File: src/rtl/ce_mrd_pkg.sv
// Shared types and constants for the copy-engine host-read request generator.
package ce_mrd_pkg;

    localparam int unsigned HDR_W   = 256;
    localparam int unsigned TDATA_W = 512;
    localparam int unsigned KEEP_W  = 64;

    localparam logic [7:0]        MRD_FMT_TYPE   = 8'h20;
    localparam logic [KEEP_W-1:0] TXREQ_KEEP_HDR = 64'h0000_0000_FFFF_FFFF;

    typedef enum logic [1:0] {
        ST_IDLE  = 2'd0,
        ST_CALC  = 2'd1,
        ST_ISSUE = 2'd2
    } t_mrd_state;

    // MRd request header; fmt_type occupies the least significant byte
    typedef struct packed {
        logic [142:0] rsvd;
        logic [2:0]   pf_num;
        logic [10:0]  vf_num;
        logic         vf_active;
        logic [61:0]  host_addr;
        logic [1:0]   addr_rsvd;
        logic [3:0]   last_be;
        logic [3:0]   first_be;
        logic [7:0]   tag;
        logic [9:0]   length_dw;
        logic [7:0]   fmt_type;
    } t_ce_mrd_hdr;

    // A single-DW read has no last DW, so its last byte enable must be zero
    function automatic logic [3:0] last_be_for(input logic [9:0] len_dw);
        return (len_dw == 10'd1) ? 4'h0 : 4'hF;
    endfunction

endpackage

File: src/rtl/ce_tag_pool.sv
// Tag bitmap with lowest-index-free allocation; a same-cycle free is applied
// before allocation so the returned tag can be handed straight back out.
module ce_tag_pool #(
    parameter int unsigned NUM_TAGS = 16,
    parameter int unsigned TAG_W    = $clog2(NUM_TAGS)
) (
    input  logic             i_clk,
    input  logic             i_rst_n,
    input  logic             i_alloc_req,
    output logic [TAG_W-1:0] o_alloc_tag_c,
    output logic             o_alloc_ok_c,
    input  logic             i_free_valid,
    input  logic [TAG_W-1:0] i_free_tag,
    output logic             o_free_err_c,
    output logic             o_any_busy_c
);

    logic [NUM_TAGS-1:0] r_bitmap;
    logic [NUM_TAGS-1:0] w_after_free;
    logic [NUM_TAGS-1:0] w_bitmap_nxt;

    // o_any_busy_c reflects the bitmap as it will be after this cycle's updates
    always_comb begin
        w_after_free  = r_bitmap;
        o_free_err_c  = 1'b0;
        o_alloc_ok_c  = 1'b0;
        o_alloc_tag_c = '0;
        if (i_free_valid) begin
            if (r_bitmap[i_free_tag]) begin
                w_after_free[i_free_tag] = 1'b0;
            end else begin
                o_free_err_c = 1'b1;
            end
        end
        for (int i = NUM_TAGS - 1; i >= 0; i--) begin
            if (!w_after_free[i]) begin
                o_alloc_ok_c  = 1'b1;
                o_alloc_tag_c = TAG_W'(i);
            end
        end
        w_bitmap_nxt = w_after_free;
        if (i_alloc_req && o_alloc_ok_c) begin
            w_bitmap_nxt[o_alloc_tag_c] = 1'b1;
        end
        o_any_busy_c = |w_bitmap_nxt;
    end

    always_ff @(posedge i_clk) begin
        if (!i_rst_n) begin
            r_bitmap <= '0;
        end else begin
            r_bitmap <= w_bitmap_nxt;
        end
    end

endmodule

File: src/rtl/ce_mrd_req_gen.sv
// Host-read request initiator: splits one descriptor at a time into MRd
// requests bounded by MRRS and 4 KB pages, each carrying a pooled tag.
module ce_mrd_req_gen
    import ce_mrd_pkg::*;
#(
    parameter int unsigned PCIE_DM_ENCODING = 0,
    parameter int unsigned CE_PF_ID         = 4,
    parameter int unsigned CE_VF_ID         = 0,
    parameter int unsigned CE_VF_ACTIVE     = 0,
    parameter int unsigned MRRS_BYTES       = 512,
    parameter int unsigned NUM_TAGS         = 16,
    parameter int unsigned TAG_W            = $clog2(NUM_TAGS)
) (
    input  logic               i_clk,
    input  logic               i_rst_n,
    input  logic               i_desc_valid,
    output logic               o_desc_ready,
    input  logic [63:0]        i_desc_src_addr,
    input  logic [23:0]        i_desc_len,
    output logic               o_desc_done,
    output logic               o_txreq_tvalid,
    input  logic               i_txreq_tready,
    output logic [TDATA_W-1:0] o_txreq_tdata,
    output logic [KEEP_W-1:0]  o_txreq_tkeep,
    output logic               o_txreq_tlast,
    output logic [9:0]         o_txreq_tuser_vendor,
    input  logic               i_cpl_free_valid,
    input  logic [TAG_W-1:0]   i_cpl_free_tag,
    output logic               o_busy,
    output logic               o_err_align,
    output logic               o_err_tag
);

    localparam int unsigned CHUNK_W = 13;

    t_mrd_state         r_state;
    logic [63:0]        r_addr;
    logic [23:0]        r_rem;
    logic [CHUNK_W-1:0] r_chunk;
    t_ce_mrd_hdr        r_hdr;
    logic               r_desc_ready;
    logic               r_desc_done;
    logic               r_tvalid;
    logic [KEEP_W-1:0]  r_tkeep;
    logic               r_tlast;
    logic [9:0]         r_tuser;
    logic               r_busy;
    logic               r_err_align;
    logic               r_err_tag;

    logic               w_alloc_req;
    logic [TAG_W-1:0]   w_alloc_tag;
    logic               w_alloc_ok;
    logic               w_free_err;
    logic               w_pool_busy;
    logic               w_accept;
    logic [CHUNK_W-1:0] w_to_4k;
    logic [CHUNK_W-1:0] w_rem_clip;
    logic [CHUNK_W-1:0] w_chunk;
    logic [9:0]         w_len_dw;
    t_ce_mrd_hdr        w_hdr;

    assign w_alloc_req = (r_state == ST_CALC);
    assign w_accept    = (r_state == ST_IDLE) && r_desc_ready && i_desc_valid;

    ce_tag_pool #(
        .NUM_TAGS (NUM_TAGS),
        .TAG_W    (TAG_W)
    ) u_tag_pool (
        .i_clk         (i_clk),
        .i_rst_n       (i_rst_n),
        .i_alloc_req   (w_alloc_req),
        .o_alloc_tag_c (w_alloc_tag),
        .o_alloc_ok_c  (w_alloc_ok),
        .i_free_valid  (i_cpl_free_valid),
        .i_free_tag    (i_cpl_free_tag),
        .o_free_err_c  (w_free_err),
        .o_any_busy_c  (w_pool_busy)
    );

    // chunk = min(remaining, MRRS, bytes left in the current 4 KB page)
    always_comb begin
        w_to_4k    = CHUNK_W'(13'h1000 - {1'b0, r_addr[11:0]});
        w_rem_clip = (r_rem > 24'(MRRS_BYTES)) ? CHUNK_W'(MRRS_BYTES) : CHUNK_W'(r_rem);
        w_chunk    = (w_rem_clip < w_to_4k) ? w_rem_clip : w_to_4k;
        w_len_dw   = 10'(w_chunk >> 2);
    end

    always_comb begin
        w_hdr           = '0;
        w_hdr.fmt_type  = MRD_FMT_TYPE;
        w_hdr.length_dw = w_len_dw;
        w_hdr.tag       = 8'(w_alloc_tag);
        w_hdr.first_be  = 4'hF;
        w_hdr.last_be   = last_be_for(w_len_dw);
        w_hdr.host_addr = r_addr[63:2];
        w_hdr.pf_num    = 3'(CE_PF_ID);
        w_hdr.vf_num    = 11'(CE_VF_ID);
        w_hdr.vf_active = 1'(CE_VF_ACTIVE);
    end

    always_ff @(posedge i_clk) begin
        if (!i_rst_n) begin
            r_state      <= ST_IDLE;
            r_addr       <= '0;
            r_rem        <= '0;
            r_chunk      <= '0;
            r_hdr        <= '0;
            r_desc_ready <= 1'b0;
            r_desc_done  <= 1'b0;
            r_tvalid     <= 1'b0;
            r_tkeep      <= '0;
            r_tlast      <= 1'b0;
            r_tuser      <= '0;
            r_busy       <= 1'b0;
            r_err_align  <= 1'b0;
            r_err_tag    <= 1'b0;
        end else begin
            r_desc_done <= 1'b0;
            r_busy      <= w_pool_busy;
            r_tuser     <= {9'b0, 1'(PCIE_DM_ENCODING)};
            if (w_free_err) begin
                r_err_tag <= 1'b1;
            end
            case (r_state)
                ST_IDLE: begin
                    r_desc_ready <= 1'b1;
                    if (w_accept) begin
                        r_addr <= {i_desc_src_addr[63:2], 2'b00};
                        r_rem  <= {i_desc_len[23:2], 2'b00};
                        if ((i_desc_src_addr[1:0] != 2'b00) || (i_desc_len[1:0] != 2'b00)) begin
                            r_err_align <= 1'b1;
                        end
                        if (i_desc_len[23:2] == 22'd0) begin
                            r_desc_done <= 1'b1;
                        end else begin
                            r_state      <= ST_CALC;
                            r_desc_ready <= 1'b0;
                            r_busy       <= 1'b1;
                        end
                    end
                end
                ST_CALC: begin
                    r_busy <= 1'b1;
                    if (w_alloc_ok) begin
                        r_hdr    <= w_hdr;
                        r_chunk  <= w_chunk;
                        r_tvalid <= 1'b1;
                        r_tkeep  <= TXREQ_KEEP_HDR;
                        r_tlast  <= 1'b1;
                        r_state  <= ST_ISSUE;
                    end
                end
                ST_ISSUE: begin
                    if (i_txreq_tready) begin
                        r_tvalid <= 1'b0;
                        r_tkeep  <= '0;
                        r_tlast  <= 1'b0;
                        r_addr   <= r_addr + 64'(r_chunk);
                        r_rem    <= r_rem - 24'(r_chunk);
                        if (r_rem == 24'(r_chunk)) begin
                            r_desc_done  <= 1'b1;
                            r_desc_ready <= 1'b1;
                            r_state      <= ST_IDLE;
                        end else begin
                            r_busy  <= 1'b1;
                            r_state <= ST_CALC;
                        end
                    end else begin
                        r_busy <= 1'b1;
                    end
                end
                default: begin
                    r_state <= ST_IDLE;
                end
            endcase
        end
    end

    assign o_desc_ready         = r_desc_ready;
    assign o_desc_done          = r_desc_done;
    assign o_txreq_tvalid       = r_tvalid;
    assign o_txreq_tdata        = {256'b0, r_hdr};
    assign o_txreq_tkeep        = r_tkeep;
    assign o_txreq_tlast        = r_tlast;
    assign o_txreq_tuser_vendor = r_tuser;
    assign o_busy               = r_busy;
    assign o_err_align          = r_err_align;
    assign o_err_tag            = r_err_tag;

endmodule

File: config.mk
export PLATFORM = sky130hd
export DESIGN_NAME = ce_mrd_req_gen
export DESIGN_NICKNAME = d
export VERILOG_FILES = /design/src/rtl/ce_mrd_pkg.sv /design/src/rtl/ce_tag_pool.sv /design/src/rtl/ce_mrd_req_gen.sv
export SDC_FILE = /design/constraint.sdc
export NUM_CORES = 1
export LEC_CHECK = 0
export BUFFER_PORTS_ARGS = -buffer_cell sky130_fd_sc_hd__buf_2
export CAP_MARGIN = 20
export CORE_AREA = 2 2 270 272
export CTS_CLUSTER_SIZE = 24
export DETAILED_ROUTE_END_ITERATION = 8
export DIE_AREA = 0 0 272 274
export PLACE_DENSITY_LB_ADDON = 0.08
export SYNTH_ARGS = -nofsm -noshare
export SYNTH_HDL_FRONTEND = slang
export SYNTH_SLANG_ARGS = --single-unit
File: constraint.sdc
create_clock -name i_clk -period 5.4 [get_ports i_clk]
set_clock_uncertainty 0.15 [all_clocks]
set_input_delay 0.27 -clock i_clk [delete_from_list [all_inputs] [get_ports i_clk]]
set_output_delay 0.27 -clock i_clk [all_outputs]
set_load 0.02 [all_outputs]
==> out/results.txt <==
Peak VDD IR: 208 µV
starting density of the core: 21.2%
DR iter-0 viols: 631
post-synthesis area per instance: 7.65 µm²
met2 usage: 24.3%
drc violations: 0
YS warnings: 0
Tcrit/Tclk final: 81.4%
Unique masters post-synth: 88
GR Util met1: 18.7%
Num CTS Buffers: 17
Wirelength per Cell: 17.5 µm
TritonCTS clock tree: done
area grow syn2layout: 8.01%
GR met3 Demand/Resource: 2.22%
# port buffers: 221
GRT Residual Overflow: 0
area of the multi-input gates: 8690 µm²
sequential area share after synthesis: 25.4%
leading area contributor after synthesis: buf_4
Die H: 274 µm
layout cells sized above 1: 14.2%
1st-pass router iterations: 5
Slew HR: 29.8%
vias in the first global route: 12,100
most common cell after layout, fill and taps aside: conb_1
vias: 13,000
Post-synth EDFFs: 0
first-pass GRT wire length: 79,500 µm
Die ar.: 74,500 µm²
worst skew pair latency: 0.52 ns
DPL Wire Length: 40,900 µm
CTS Buffer Depth: 2
commonest cells after routing, fill and taps aside: conb_1 (471), nand2_1 (262), buf_2 (221)
Pleak: 7.07 nW
All-Layer GR Usage: 14.2%
largest cells by area after synthesis: buf_4 (26%), dfxtp_1 (25%), nand2_1 (6.5%)
Pwr Density: 266 nW/µm²
crit start category: flip-flop
global routing's busiest layer: met2
Worst Setup SP: r_rem[17]$_SDFFE_PN0P_
diode count: 0
max-slew violations: 0
Max Clock Freq: 227 MHz
outcome: complete, no violations
Syn Inst Count: 1,990
die width: 272 µm
Worst-path clk slew: 0.10 ns
clock root cell: clkbuf_16
Final ANT Viol Nets: 0
Synth top area share: 25.9%
# clock sinks: 193
Least-Margin Pin Slew: 1.04 ns
Worst EP required: 5.62 ns
fill count: 8,124
layout net count: 2,301
final WL: 55,000 µm
RSZ-0062 raised after global routing: false
synthesized flop and latch total: 193
Final Hold Viols: 0
register area: 3860 µm²
largest net degree at the start of global routing: 55
Post-Syn Area: 15,200 µm²
crit path capture type: flip-flop
Post-CTS Setup Bufs: 0
CORE AREA: 72,000 µm²
final setup vio count: 0
FP Rows: 99
initial antenna violation count: 2
worst-path fanout max: 17
HP Class: input pin to flip-flop
Final TNS setup: 0 ns
IO Pins: 690
Top FF cell, synth: dfxtp_1
GPL Wtd Cong: 0.798
H-Tree Depth: 4
worst hold start: i_desc_src_addr[47]
critical path class: flip-flop to flip-flop
CTS Hold Bufs: 63
final core area utilization: 22.8%
Max Cap Viol: 0
Reg-to-Reg Start: r_rem[17]$_SDFFE_PN0P_
Vias/cell: 4.15
Arrival @ worst endpoint: 4.62 ns
Synth async-reset ratio: 0%
Post-CTS Resized: 0
min Tclk post-route: 4.40 ns
## worst paths after layout
kind                            cells after the start                        endpoint  slack, ns
worst min register to register                      2  o_txreq_tdata[20]$_SDFFE_PN0N_       0.30
worst max-delay path                               12         r_chunk[8]$_SDFFE_PN0N_       1.00
worst max register to register                     12         r_chunk[8]$_SDFFE_PN0N_       1.00
worst min-delay path                                4         r_addr[47]$_SDFFE_PN0P_       0.04
## logic make-up (layout without fill, tap and decap cells)
| logic type | Yosys count | count (layout) | synth area share (%) |
|---|---|---|---|
| buffers and inverters | 661 | 377 | 29.5 |
| flip-flops | 193 | 193 | 25.4 |
| adder cells (fa/ha/maj) | 41 | 41 | 3.47 |
| multiplexers | 16 | 16 | 1.39 |
| AND/OR/NAND/NOR | 588 | 588 | 18.9 |
| AO/OA/AOI/OAI | 462 | 462 | 19.8 |
| XOR/XNOR | 28 | 28 | 1.61 |
| other | 1 | 471 | 0.0246 |
## final cells by class
cell class,count,share of cell area [%]
inverters,41,0.951
clock inverters,15,1.18
multi-input cells,1606,52.9
repair buffers,304,11.6
well taps,959,7.30
flip-flops and latches,193,23.5
clock buffers,17,2.59
## critical path, cell delays in order, from the launching register on
cell and delay [ns]:
dfxtp_1 0.39, or4_4 0.60, or3_1 0.46, a2111oi_4 0.54, and2_1 0.24, ha_1 0.19, nand3_1 0.15, nor4_1 0.31
a31oi_1 0.13, a31oi_1 0.48, buf_4 0.34, mux2i_1 0.21, a21oi_1 0.08
## synth_stat cells, types with 11 or more instances
library cell,instances
nor2_1,93
and3_1,15
nor3_1,38
buf_2,17
inv_1,41
o21a_1,13
a211oi_1,25
clkbuf_1,71
o221ai_1,11
buf_4,526
o21ai_0,70
dfxtp_1,193
a21oi_1,161
a311oi_1,23
nand2_1,263
ha_1,39
and2_1,18
o21ai_1,15
nor4_1,19
o22ai_1,16
a31oi_1,14
xnor2_1,19
nand3_1,41
mux2i_1,11
o211ai_1,14
nand4_1,21
o31ai_1,13
## metal layers
layer  vias to the layer above  wire length [µm]
met3                        32              2230
met1                      6210             25400
li1                       6337                 -
met5                         -                 7
met4                         2               619
met2                       415             26700
## metrics by stage
stage / hold slack, ns / setup slack (ns) / cell area (µm²) / total power [mW] / instances
finish: 0.0410 / 1.00 / 16400 / 4.37 / 3135
global route: 0.0223 / 0.652 / 16400 / 4.65 / 3135
CTS: 0.00536 / 1.05 / 16400 / 4.46 / 3135
detailed placement: 0.296 / 1.07 / 15200 / 2.97 / 3040
global placement: 0.291 / 1.09 / 15200 / 2.98 / 3040
floorplan: 0.273 / 1.84 / 17000 / 2.89 / 2460
## where the power goes
part | total (mW) | switching, mW | internal (mW)
combinational | 1.35 | 0.949 | 0.401
clock | 1.40 | 0.765 | 0.638
sequential | 1.62 | 0.117 | 1.50
## state kept, by name, summed over array words and instances (netlist names)
signal / count
r_addr: 64
o_err_align: 1
o_err_tag: 1
o_busy: 1
r_state: 2
o_txreq_tdata: 68
o_txreq_tkeep: 1
o_desc_ready: 1
u_tag_pool.r_bitmap: 16
o_desc_done: 1
r_rem: 24
r_chunk: 13
Note: power is estimated with default switching activity, not from simulation.
